--- config.mk ---
export PLATFORM = sky130hd
export DESIGN_NAME = tdm_demux_1x8
export DESIGN_NICKNAME = d
export VERILOG_FILES = /design/src/rtl/tdm_demux_1x8.sv
export SDC_FILE = /design/constraint.sdc
export NUM_CORES = 1
export LEC_CHECK = 0
export CAP_MARGIN = 20
export CORE_ASPECT_RATIO = 1.2
export CORE_MARGIN = 2
export CORE_UTILIZATION = 52
export CTS_BUF_LIST = sky130_fd_sc_hd__clkbuf_8
export DETAILED_ROUTE_END_ITERATION = 16
export PLACE_DENSITY = 0.81
export SKIP_CTS_REPAIR_TIMING = 1
export SYNTH_ARGS = -nofsm -noshare
export SYNTH_HDL_FRONTEND = slang
export SYNTH_SLANG_ARGS = --single-unit
--- constraint.sdc ---
create_clock -name clk -period 1.9 [get_ports clk]
set_input_delay 0.38 -clock clk [delete_from_list [all_inputs] [get_ports clk]]
set_output_delay 0.38 -clock clk [all_outputs]
set_load 0.05 [all_outputs]
--- src/rtl/tdm_demux_1x8.sv ---
// tdm_demux_1x8: serial TDM receiver steering samples into 8 slots and publishing whole frames
// Ports:
//   clk, rst              rising-edge clock, synchronous active-high reset
//   in_valid, in_data     serial sample lane (one sample per valid cycle)
//   in_sof                marks the accepted sample as slot 0 of a new frame
//   ch_strobe             one-hot: slot written on the last edge
//   slot                  slot the next accepted sample will occupy
//   out_bus               last complete frame, slot k at [k*WIDTH +: WIDTH]
//   out_valid, frame_err  single-cycle pulses: frame published / framing fault
module tdm_demux_1x8 #(
    parameter int WIDTH = 1
) (
    input  logic               clk,
    input  logic               rst,
    input  logic               in_valid,
    input  logic [WIDTH-1:0]   in_data,
    input  logic               in_sof,
    output logic [7:0]         ch_strobe,
    output logic [2:0]         slot,
    output logic [8*WIDTH-1:0] out_bus,
    output logic               out_valid,
    output logic               frame_err
);
    typedef enum logic {HUNT, RUN} state_t;
    state_t               state_q, state_d;
    logic [2:0]           slot_q, slot_d;
    logic [7*WIDTH-1:0]   shadow_q, shadow_d;
    logic [8*WIDTH-1:0]   out_bus_q, out_bus_d;
    logic [7:0]           ch_strobe_q, ch_strobe_d;
    logic                 out_valid_q, out_valid_d;
    logic                 frame_err_q, frame_err_d;
    always_comb begin
        state_d     = state_q;
        slot_d      = slot_q;
        shadow_d    = shadow_q;
        out_bus_d   = out_bus_q;
        ch_strobe_d = 8'h00;
        out_valid_d = 1'b0;
        frame_err_d = 1'b0;
        if (in_valid) begin
            if (in_sof) begin
                // SOF always restarts at slot 0; only an SOF landing mid-frame is a fault
                frame_err_d = (state_q == RUN) && (slot_q != 3'd0);
                shadow_d[0 +: WIDTH] = in_data;
                ch_strobe_d = 8'h01;
                slot_d      = 3'd1;
                state_d     = RUN;
            end else if (state_q == RUN) begin
                if (slot_q == 3'd0) begin
                    // frame boundary without SOF: lost alignment, resynchronise
                    frame_err_d = 1'b1;
                    state_d     = HUNT;
                end else begin
                    ch_strobe_d = 8'(1) << slot_q;
                    slot_d      = slot_q + 3'd1;
                    for (int k = 1; k < 7; k++)
                        if (slot_q == 3'(k)) shadow_d[k*WIDTH +: WIDTH] = in_data;
                    if (slot_q == 3'd7) begin
                        // slot 7 bypasses the shadow and completes the frame directly
                        out_bus_d   = {in_data, shadow_q};
                        out_valid_d = 1'b1;
                    end
                end
            end
        end
    end
    always_ff @(posedge clk) begin
        if (rst) begin
            state_q     <= HUNT;
            slot_q      <= 3'd0;
            shadow_q    <= '0;
            out_bus_q   <= '0;
            ch_strobe_q <= 8'h00;
            out_valid_q <= 1'b0;
            frame_err_q <= 1'b0;
        end else begin
            state_q     <= state_d;
            slot_q      <= slot_d;
            shadow_q    <= shadow_d;
            out_bus_q   <= out_bus_d;
            ch_strobe_q <= ch_strobe_d;
            out_valid_q <= out_valid_d;
            frame_err_q <= frame_err_d;
        end
    end
    assign ch_strobe = ch_strobe_q;
    assign slot      = slot_q;
    assign out_bus   = out_bus_q;
    assign out_valid = out_valid_q;
    assign frame_err = frame_err_q;
endmodule

==> results of run 1 <==
## power groups by stage
stage | sequential [W] | clock [W] | combinational [W]
after CTS | 0.000619 | 0.000503 | 0.0000759
after floorplan | 0.000641 | 0 | 0.0000444
after detailed placement | 0.000632 | 0 | 0.0000757
final | 0.000619 | 0.000486 | 0.0000756
after global placement | 0.000631 | 0 | 0.0000739
after global routing | 0.000619 | 0.000524 | 0.0000820
## cells by family after synthesis
kind of cell / Yosys count
AND/OR/NAND/NOR: 50
multiplexers: 14
XOR/XNOR: 1
flip-flops: 29
buffers and inverters: 11
AO/OA/AOI/OAI: 8
adder cells (fa/ha/maj): 6
## synthesized netlist by cell type (all sizes together)
cell | count | area share
dfxtp | 29 | 0.47
nand2b | 16 | 0.081
mux2i | 14 | 0.11
nand3 | 9 | 0.036
and2 | 7 | 0.035
buf | 6 | 0.047
ha | 6 | 0.061
inv | 4 | 0.012
nand2 | 4 | 0.012
nor2 | 4 | 0.012
a21oi | 2 | 0.0081
a31oi | 2 | 0.010
and3b | 2 | 0.015
a211o | 1 | 0.0081
a31o | 1 | 0.0071
a41o | 1 | 0.0081
and2b | 1 | 0.0071
and3 | 1 | 0.0091
and4 | 1 | 0.0071
clkbuf | 1 | 0.0030
nor2b | 1 | 0.0051
nor3 | 1 | 0.0040
nor4 | 1 | 0.0051
o21ai | 1 | 0.0040
or2b | 1 | 0.0061
or4 | 1 | 0.0061
xor2 | 1 | 0.0071
## state kept, by name, summed over array words and instances (netlist names)
| register | flops |
|---|---|
| out_valid | 1 |
| out_bus | 8 |
| frame_err | 1 |
| ch_strobe | 8 |
| shadow_q | 7 |
| state_q | 1 |
| slot | 3 |
## metrics by stage
step | util | power [W] | setup WS [ns] | cells | instance area [sq um]
5_1_grt | 0.694 | 0.00123 | 0.0458 | 181 | 1580
6_report | 0.694 | 0.00118 | 0.0927 | 181 | 1580
3_3_place_gp | 0.656 | 0.000705 | 0.138 | 174 | 1500
3_5_place_dp | 0.656 | 0.000708 | 0.0653 | 174 | 1500
4_1_cts | 0.694 | 0.00120 | 0.0727 | 181 | 1580
2_1_floorplan | - | 0.000685 | 0.0351 | 119 | 1240
## area by class of cell
class / count / area, sq um
Clock buffer: 6 / 82.6
Timing Repair Buffer: 31 / 283
Tap cell: 31 / 38.8
Fill cell: 199 / 699
Clock inverter: 1 / 3.75
Multi-Input combinational cell: 79 / 579
Sequential cell: 29 / 581
Inverter: 4 / 15.0
## layer usage
| layer | GRT usage | share of wire |
|---|---|---|
| met2 | 0.319 | 0.50 |
| met4 | 0.122 | 0.027 |
| met5 | 0 | 0 |
| met3 | 0.0550 | 0.043 |
| met1 | 0.199 | 0.43 |
## final timing paths
path	to	start	cells past startpoint
hold / removal	shadow_q[0]	shadow_q[0]	2
setup / recovery	out_bus[2]	out_bus[2]	1
hold reg to reg	shadow_q[0]	shadow_q[0]	2
setup reg to reg	slot[2]	slot[0]	4
==> reports/qor.txt, run 1 <==
Slew Limit Fails: 0
Clock power share: 0.411
DR iter-0 viols: 15
Die W: 48.5 um
Via-to-Cell Ratio: 5.03
Clock sink total: 29
CP cell instances: clkdlybuf4s50_1
Pre-antenna DRT Iters: 4
Initial antenna violation count: 0
# setup viols final: 0
Post-synthesis mux area share: 0.113
Worst R2R Setup Slack: 0.25 ns
Overall die height: 57.4 um
Pwr dens: 746 nW/um^2
Crit path buf inv count: 1
RSZ-0062 raised after global routing: no
Global-route wire length before repair: 3.82 mm
Worst-path clk slew: 0.06 ns
Slew @ Worst Pin: 0.501 ns
CP endpoint kind: output port
Clock root cell: clkbuf_8
Largest net degree at the start of global routing: 13
Min-Delay Path Class: flip-flop to flip-flop
Sw Share: 0.216
NetSw: 0.000255 W
Type of origin of the critical path: flip-flop
Via count: 910
Hold_ws: 0.477 ns
CTS tree: done
Fmax: 0.553 GHz
Final GP Congestion: 0.833
Synth Instances: 119
Number of global-route vias before repair: 863
Adder-Cell Fraction of Synth Area: 0.0607
# IOs: 26
Area grow syn2layout: 28.0%
Gr ovfl total: 0
Worst ir drop on vdd: 834 uV
Final WL: 2.22 mm
Synth Area in Compound Gates: 0.0455
CP max FO: 2
Hpwl dp: 1.68 mm
GRT Resource Usage Total: 0.186
Setup_tns: 0 ns
CTS buffer count: 5
Antenna viol nets, final: 0
Commonest cells after routing, fill and taps aside: dfxtp_1 (29), clkdlybuf4s50_1 (20), nand2b_1 (16)
Final Hold Vio Count: 0
Layout cells sized above 1: 0.147
Core area: 2280 sq um
Leakage: 0.675 nW
Synth warn: 0
Critical path's top delay family: buffers and inverters
Port bufs: 25
Post-synth cell types: 30
Worst-Skew Late Latency: 0.28 ns
Crit path DAT: 1.43 ns
Largest family of logic cells by synthesized area: simple AND/OR/NAND/NOR gates
Outcome: finished clean
Cell-internal power: 0.000926 W
Max_cap viols: 0
Syn Nets: 130
Sequential-to-total area share from yosys stat: 0.470
Critical path class: flip-flop to output port
XOR/XNOR share of the synthesized area: 0.00709
N_diodes: 0
Synth Register Bits: 29
Min Tclk post-route: 1.81 ns
Sequential Power Share: 0.524
CP peak stage delay: 0.81 ns
DRC viols: 0
Most common cell after layout, fill and taps aside: dfxtp_1
WL/cell: 12.3 um
Final Cycle Share: 0.951
Mapped Area: 1240 sq um
Syn_area_per_cell: 10.4 sq um
Post-synthesis simple-gate area fraction: 0.242
CP required: 1.52 ns
H-tree levels: 2
Max Buffers Root-to-Sink: 2
Std-Cell Rows: 19
Die area: 2780 sq um
Slew HR: 0.665
Slowest stage cell, crit path: clkdlybuf4s50_1
Combinational Power Share: 0.064
Initial core utilization: 0.542
Clk_skew: 0.00488 ns
Nets@finish: 161
No activity file was read; power rests on OpenSTA's default activity.
==> run 2: changes to the inputs <==
--- a/config.mk
+++ b/config.mk
@@ -5,7 +5,7 @@
 export SDC_FILE = /design/constraint.sdc
 export NUM_CORES = 1
 export LEC_CHECK = 0
-export CAP_MARGIN = 20
+export CAP_MARGIN = 10
 export CORE_ASPECT_RATIO = 1.2
 export CORE_MARGIN = 2
 export CORE_UTILIZATION = 52
==> results of run 2 <==
Same layout as run 1: the final DEF is identical, and so are final timing and power.
